--- config.mk ---
export PLATFORM = sky130hd
export DESIGN_NAME = store_buffer
export DESIGN_NICKNAME = d
export VERILOG_FILES = /design/src/rtl/store_buffer.sv
export SDC_FILE = /design/constraint.sdc
export NUM_CORES = 1
export LEC_CHECK = 0
export ABC_AREA = 1
export CAP_MARGIN = 20
export CORE_ASPECT_RATIO = 0.9
export CORE_MARGIN = 2
export CORE_UTILIZATION = 40
export CTS_CLUSTER_DIAMETER = 40
export DETAILED_ROUTE_END_ITERATION = 10
export GPL_ROUTABILITY_DRIVEN = 1
export SLEW_MARGIN = 40
export SYNTH_ARGS = -nofsm -noshare
export SYNTH_HDL_FRONTEND = slang
export SYNTH_SLANG_ARGS = --single-unit
--- constraint.sdc ---
create_clock -name clk -period 3 [get_ports clk]
set_input_delay 0.6 -clock clk [delete_from_list [all_inputs] [get_ports clk]]
set_output_delay 0.6 -clock clk [all_outputs]
set_load 0.005 [all_outputs]
--- src/rtl/store_buffer.sv ---
// rtl/store_buffer.sv - MEM-stage store encoder with DEPTH-entry FIFO drained to data memory.
module store_buffer #(
    parameter int ADDR_W = 32,
    parameter int DEPTH  = 4
) (
    input  logic                     clk,
    input  logic                     resetn,
    input  logic                     st_valid,
    input  logic [1:0]               st_size,
    input  logic [ADDR_W-1:0]        st_addr,
    input  logic [31:0]              st_data,
    output logic                     st_ready,
    output logic                     st_ades,
    input  logic                     ld_valid,
    input  logic [ADDR_W-1:0]        ld_addr,
    output logic                     ld_conflict,
    output logic                     mem_req,
    output logic [ADDR_W-1:0]        mem_addr,
    output logic [3:0]               mem_wen,
    output logic [31:0]              mem_wdata,
    input  logic                     mem_ack,
    output logic                     empty,
    output logic [$clog2(DEPTH):0]   count
);
    localparam int PW = $clog2(DEPTH);
    localparam int CW = PW + 1;

    logic [ADDR_W-3:0] addr_q [DEPTH];
    logic [3:0]        wen_q  [DEPTH];
    logic [31:0]       data_q [DEPTH];
    logic [DEPTH-1:0]  valid_q;
    logic [PW-1:0]     wr_ptr;
    logic [PW-1:0]     rd_ptr;
    logic [CW-1:0]     cnt;

    logic [3:0]  enc_wen;
    logic [31:0] enc_data;
    logic        misaligned;
    logic        enq;
    logic        deq;
    logic        unused_ld_low;

    assign unused_ld_low = ^ld_addr[1:0];

    // Lane-replicated encoding; lane i carries byte offset i (little-endian).
    always_comb begin
        enc_wen    = 4'b0000;
        enc_data   = st_data;
        misaligned = 1'b0;
        case (st_size)
            2'b00: begin
                enc_wen  = 4'b0001 << st_addr[1:0];
                enc_data = {4{st_data[7:0]}};
            end
            2'b01: begin
                enc_wen    = st_addr[1] ? 4'b1100 : 4'b0011;
                enc_data   = {2{st_data[15:0]}};
                misaligned = st_addr[0];
            end
            2'b10: begin
                enc_wen    = 4'b1111;
                misaligned = |st_addr[1:0];
            end
            default: ;
        endcase
    end

    assign st_ades  = st_valid & misaligned;
    assign st_ready = (cnt != CW'(DEPTH));
    assign empty    = (cnt == '0);
    assign count    = cnt;
    assign mem_req  = !empty;
    assign enq      = st_valid & st_ready & !st_ades & (st_size != 2'b11);
    assign deq      = mem_req & mem_ack;

    // Head fields are gated so an empty buffer presents all-zero memory outputs.
    assign mem_addr  = mem_req ? {addr_q[rd_ptr], 2'b00} : '0;
    assign mem_wen   = mem_req ? wen_q[rd_ptr] : 4'b0000;
    assign mem_wdata = mem_req ? data_q[rd_ptr] : 32'h0;

    always_comb begin
        ld_conflict = 1'b0;
        for (int i = 0; i < DEPTH; i++) begin
            if (valid_q[i] && (addr_q[i] == ld_addr[ADDR_W-1:2])) begin
                ld_conflict = ld_valid;
            end
        end
    end

    always_ff @(posedge clk or negedge resetn) begin
        if (!resetn) begin
            wr_ptr  <= '0;
            rd_ptr  <= '0;
            cnt     <= '0;
            valid_q <= '0;
            for (int i = 0; i < DEPTH; i++) begin
                addr_q[i] <= '0;
                wen_q[i]  <= 4'b0000;
                data_q[i] <= 32'h0;
            end
        end else begin
            if (enq) begin
                addr_q[wr_ptr]  <= st_addr[ADDR_W-1:2];
                wen_q[wr_ptr]   <= enc_wen;
                data_q[wr_ptr]  <= enc_data;
                valid_q[wr_ptr] <= 1'b1;
                wr_ptr          <= wr_ptr + 1'b1;
            end
            // Enqueue is blocked when full and dequeue when empty, so the indices never collide.
            if (deq) begin
                valid_q[rd_ptr] <= 1'b0;
                rd_ptr          <= rd_ptr + 1'b1;
            end
            case ({enq, deq})
                2'b10:   cnt <= cnt + 1'b1;
                2'b01:   cnt <= cnt - 1'b1;
                default: cnt <= cnt;
            endcase
        end
    end
endmodule

# Word-level counts from Yosys, hierarchy flattened
# Index checks and enable logic that the tools add are counted.
[op_classes]
n_addsub = 4
n_lt_le_gt_ge = 7
n_eq_ne = 10
shift = 1
n_mux = 36
n_bitwise = 10
reduce_logical = 13
[op_table]
columns = ["operator", "count"]
rows = [
  ["32-bit two-way mux", 5],
  ["128-bit bitwise mux", 1],
  ["120-bit bitwise mux", 1],
  ["30-bit == test", 4],
  ["30-bit two-way mux", 3],
  ["32-bit binary-select mux with 2-bit select", 1],
  ["32-bit demux with 2-bit select", 1],
  ["32-bit one-hot mux with 2 select lines", 1],
  ["30-bit binary-select mux with 2-bit select", 1],
  ["30-bit demux with 2-bit select", 1],
  ["4-bit two-way mux", 7],
  ["16-bit bitwise mux", 1],
  ["4-bit one-hot mux with 3 select lines", 1],
  ["4-bit binary-select mux with 2-bit select", 1],
  ["4-bit demux with 2-bit select", 1],
  ["1-bit logical AND", 7],
  ["3-bit greater-or-equal comparator, second input constant", 2],
  ["2-bit by 3-bit less-than comparator with 1-bit output, second input constant", 2],
  ["1-bit two-way mux", 6],
  ["2-bit NOT with 3-bit output", 2],
  ["3-bit one-hot mux with 2 select lines", 1],
  ["1-bit bitwise AND", 5],
  ["2-bit by 1-bit adder with 2-bit output, second input constant", 2],
  ["4-bit bitwise AND", 1],
  ["other kinds (18)", 23],
]
[word_totals]
register_bits = 275
input_bits = 103
out_inout_bits = 76
word_cells = 97

# Logic depth before layout (Yosys ltp)
[depth]
ltp_word = 9
depth_mapped = 13

# Worst setup path before layout
# OpenSTA, ideal clock, no wires.
[synth_timing]
kind = "input -> register"
start = "in st_size[0]"
end = "reg cnt[2], in the netlist count[2]"
arrival_time_ns = 2.234
required_time_ns = 2.869
setup_slack_ns = 0.635
cell_stages = 12
path_buffers = 0
cell_sequence = "inv_1 ha_1 nand2_1 nor2_1 o21ai_2 nand2_4 ha_1 inv_1 fa_1 a21oi_1 o21ai_0 xor2_1"
[synth_via]
elab_chain_cells = 8
word_cells_on_any_way = 12
classes_between = "eq/ne (5); mux (2); bitwise (3); reduce/logical (2)"
[synth_rtl]
columns = ["item", "line_no", "text"]
rows = [
  ["start: declaration", "9", "input logic [1:0] st_size,"],
  ["2-bit == test or 2-bit by 1-bit == test with 1-bit output (tied branches)", "50", "case (st_size)"],
  ["1-bit one-hot mux with 2 select lines", "50", ""],
  ["1-bit bitwise AND", "68", "assign st_ades = st_valid & misaligned;"],
  ["1-bit logical NOT", "73", "assign enq = st_valid & st_ready & !st_ades & (st_size != 2'b11);"],
  ["1-bit bitwise AND", "73", ""],
  ["1-bit bitwise AND (*)", "73", ""],
  ["2-bit by 1-bit == test with 1-bit output or 2-bit == test (tied branches)", "114", "case ({enq, deq})"],
  ["3-bit one-hot mux with 2 select lines or 2-bit nonzero test (tied branches)", "n/a", ""],
  ["end signal: assignment", "115", "2'b10: cnt <= cnt + 1'b1;"],
  ["end signal: assignment", "116", "2'b01: cnt <= cnt - 1'b1;"],
  ["end signal: assignment", "117", "default: cnt <= cnt;"],
  ["end: declaration", "34", "logic [CW-1:0] cnt;"],
]
# Every way passes the cells marked *; elsewhere a longest branch is shown, timed or not.
# A chain may end at the register's enable or synchronous reset.

# Worst setup path after layout
[layout_timing]
start = "reg rd_ptr[0]"
end = "out mem_addr[15]"
[layout_via]
elab_chain_cells = 5
[layout_rtl]
columns = ["item", "line_no", "text"]
rows = [
  ["start: declaration", "33", "logic [PW-1:0] rd_ptr;"],
  ["start signal: assignment", "112", "rd_ptr <= rd_ptr + 1'b1;"],
  ["2-bit NOT with 3-bit output (implied by the code)", "77", "assign mem_addr = mem_req ? {addr_q[rd_ptr], 2'b00} : '0;"],
  ["30-bit binary-select mux with 2-bit select", "77", ""],
  ["30-bit two-way mux (implied by the code) (2 in a row)", "77", ""],
  ["32-bit two-way mux", "77", ""],
  ["end: declaration", "18", "output logic [ADDR_W-1:0] mem_addr,"],
]
# Every way passes these cells. The select of a mux whose other input is x is not followed.

==> results list <==
- Starting density of the core: 40.6%
- The tree is rooted in a clkbuf_16.
- In this run the static leakage power is 9.68 nW.
* Setup Viol. Count Final: 1
- Clock Path Buffers: 3
- For this run the aggregate overflow at the end of global routing stands at 0.
- Share of Yosys cell area claimed by the top area cell type: 45.7%
- Clock network latency to the later pin of the worst-skew pair: 0.55 ns
- The critical path in this run is classified as register to output pin.
* Type of the worst min-delay path: input port to async pin
- TritonCTS clock tree: built
- For this block, the routed nets add up to 51.7 mm of wire.
* Sequence of cells on the critical path: buf_16 > a21oi_2 > o21ai_0 > a21oi_1 > clkdlybuf4s50_1
- Setup repair after global routing could not meet its margin everywhere.
- IR analysis of the VDD net gives a maximum drop of 0.000516 V.
- Detailed Place HPWL: 34.8 mm
- Endpoint required time on the critical path: 2.40 ns
- Final critical-path share of the clock period: 100%
- Once layout is complete, the utilization of the core stands at 52.3%.
- Ports: 179
* Global-route wire length before repair: 79.8 mm
* Final total negative setup slack: -0.00877 ns
* Vias: 14,300
* Worst setup slack after placement: -0.294 ns
- Die outline height: 188 µm
- Dividing the synthesized area by the synthesized cell count gives 7.20 µm².
- Detail-routed via count per cell: 5.12
* Count of max-cap constraint violations: 0
- During synthesis, Yosys emitted a total of 0 warnings.
- Cell count after placement: 2,714
* Number of buffers added by the clock tree synthesis step: 42
- Max Fclk: 0.332 GHz
* Port buffer count: 174
- Total Routing Usage GR: 26.3%
- Width of the die: 209 µm
- Post-detailed-route count of antenna-violating nets: 0
- Data arrives at the worst endpoint at 2.41 ns.
- Worst Tran Pin Value: 0.792 ns
- After synthesis the netlist holds a flip-flop and latch count of 275.
- Number of antenna violations at the first check in global routing: 2
- For this design the ratio of total power to cell area is 1130 mW/mm².
- Tmin final: 3.01 ns
* Detailed-route DRC error count: 0
- Critical path's slowest cell: dfrtp_4
- After the first detailed-routing iteration, the DRC count stood at 1,305.
- Hold Violations, Final: 0
- Post-DR wirelength/cell: 18.5 µm
- The netlist uses 34 different library cells.
* Die outline area: 0.0392 mm²
- Number of core rows: 67
- Core Box Area: 0.0371 mm²
* Critical path fanouts, max: 72
- Post-layout nets: 2,395
- Reg-to-reg startpoint: count[0]
* Share of final-layout standard cells stronger than drive strength 1: 10.0%
* Worst slew margin: 46.6%
- Of all cell types, the one taking the most synthesized area is dfrtp_1.
- The final reports fail on setup timing.
- Clock slew at the register clock pins of the worst setup and hold paths: 0.06 ns
* Gate Count Post-Synth: 2,093
* Final weighted congestion in routability-driven placement: 0.928
- The cell area that synthesis handed to floorplanning was 0.0151 mm².
* Commonest non-fill, non-tap cells in the layout: nand2_1 (685), o21ai_0 (305), dfrtp_1 (273)
- The share of the Yosys chip area taken by registers is 45.7%.
- The clock arrives with 0.0185 ns of skew.
* Kind of launch point of the worst setup path: register
- The final max-slew violation count was 0.
- Entering global routing, the biggest net connects 81 pins.
* H-tree Lvls: 2
- Start point of the critical path: rd_ptr[0]
* 1st-pass router iterations: 5
- Fill cells in the final layout number 3,568.
- Number of buffers inserted for hold repair after clock tree synthesis: 0
- Run status: finished, violations left
- Sinks on Clock Net: 275
- In the post-route analysis, the smallest setup slack over all paths is -0.00877 ns.
- Post-layout instance count excluding filler cells: 2,796
* Largest cells by area after synthesis: dfrtp_1 (46%), nand2_1 (17%), o21ai_0 (10%)
* Vias in the first global route: 13,900
* Area growth from synthesis to layout: 29.0%
- The largest single stage delay on the critical path is 0.54 ns.
- Most frequent standard cell in the layout excluding fill and tap cells: nand2_1
- Critical path endpoint category: output pin
-- where the power goes --
part / internal, mW / switching [mW]
Sequential: 5.47 / 1.04
Clock: 3.31 / 1.90
Combinational: 4.31 / 5.88
Total: 13.1 / 8.83
-- worst max-delay path: cells and delay by family, from the launching register on --
family | cells | cell delay, ns
AO/OA/AOI/OAI | 3 | 0.50
buffers and inverters | 2 | 0.76
flip-flops | 1 | 0.54
-- registers in the layout (all words and copies together) (netlist names) --
| name | cells |
|---|---|
| addr_q | 120 |
| valid_q | 4 |
| count | 3 |
| rd_ptr | 2 |
| data_q | 128 |
| wr_ptr | 2 |
| wen_q | 16 |
-- routing by layer --
layer,vias to the layer above,track usage (%),share of wire [%]
li1,6960,-,-
met4,2,9.67,3.3
met2,594,40.8,44
met1,6661,36.4,44
met5,-,0,0.031
met3,91,5.23,8.3
-- final timing paths --
path	end	slack, ns	cells after the start
max in group asynchronous	addr_q[114]	2.13	2
max reg2reg	count[2]	0.58	11
min in group clk	wen_q[14]	0.46	2
min	data_q[42]	0.05	1
max	mem_addr[15]	-0.009	5
min reg2reg	wen_q[14]	0.46	2
-- stage by stage --
stage / hold slack, ns / instance area [µm²] / power, mW
floorplan: 0.304 / 15100 / 11.8
global placement: 0.448 / 17700 / 16.3
detailed placement: 0.453 / 17700 / 16.5
CTS: 0.0736 / 19300 / 22.0
finish: 0.0490 / 19400 / 21.9
global route: 0.101 / 19400 / 23.5
-- cell type report --
| cell class | count | area [µm²] | share of cell area (%) |
|---|---|---|---|
| Sequential cell | 275 | 6890 | 35.5 |
| Multi-Input combinational cell | 1421 | 6710 | 34.6 |
| Timing Repair Buffer | 257 | 2660 | 13.7 |
| Clock buffer | 53 | 1130 | 5.83 |
| Inverter | 281 | 1060 | 5.47 |
| Tap cell | 483 | 604 | 3.11 |
| Clock inverter | 25 | 360 | 1.86 |
| Antenna cell | 1 | 2.50 | 0.0129 |
-- cell usage after synthesis --
cell type,number
o211ai_1,7
nor2_1,97
nand2_1,690
nor3b_4,1
nand3_1,6
xor2_1,7
a22oi_2,1
xnor2_1,34
o21ai_0,306
clkinv_1,2
nand3_2,1
buf_1,5
nor3_2,1
inv_1,274
nand4_1,13
o31ai_1,3
nor2_4,3
clkbuf_1,65
buf_2,21
a22oi_1,3
conb_1,1
buf_6,9
fa_1,1
a21oi_1,178
buf_4,16
inv_2,5
dfrtp_1,275
ha_1,13
clkbuf_2,1
nand2_4,1
o21ai_2,7
o22ai_1,8
nor3_1,1
o21ai_1,37
-- what timing repair did --
action                     CTS  global route
pin swaps                    6            15
setup endpoints to repair   24            43
gates resized for setup     87            36
setup buffers                0             2
gates cloned                 0             1
-- cells by family (layout without fill, tap and decap cells) --
kind of cell | count (synthesis) | in the layout | synth area share, %
XOR/XNOR | 41 | 41 | 2.38
other | 1 | 3 | 0.0249
adder cells (fa/ha/maj) | 14 | 14 | 1.21
AND/OR/NAND/NOR | 814 | 814 | 20.9
AO/OA/AOI/OAI | 550 | 550 | 18.8
buffers and inverters | 398 | 616 | 11.0
flip-flops | 275 | 275 | 45.7
(Power assumes the default switching activity.)
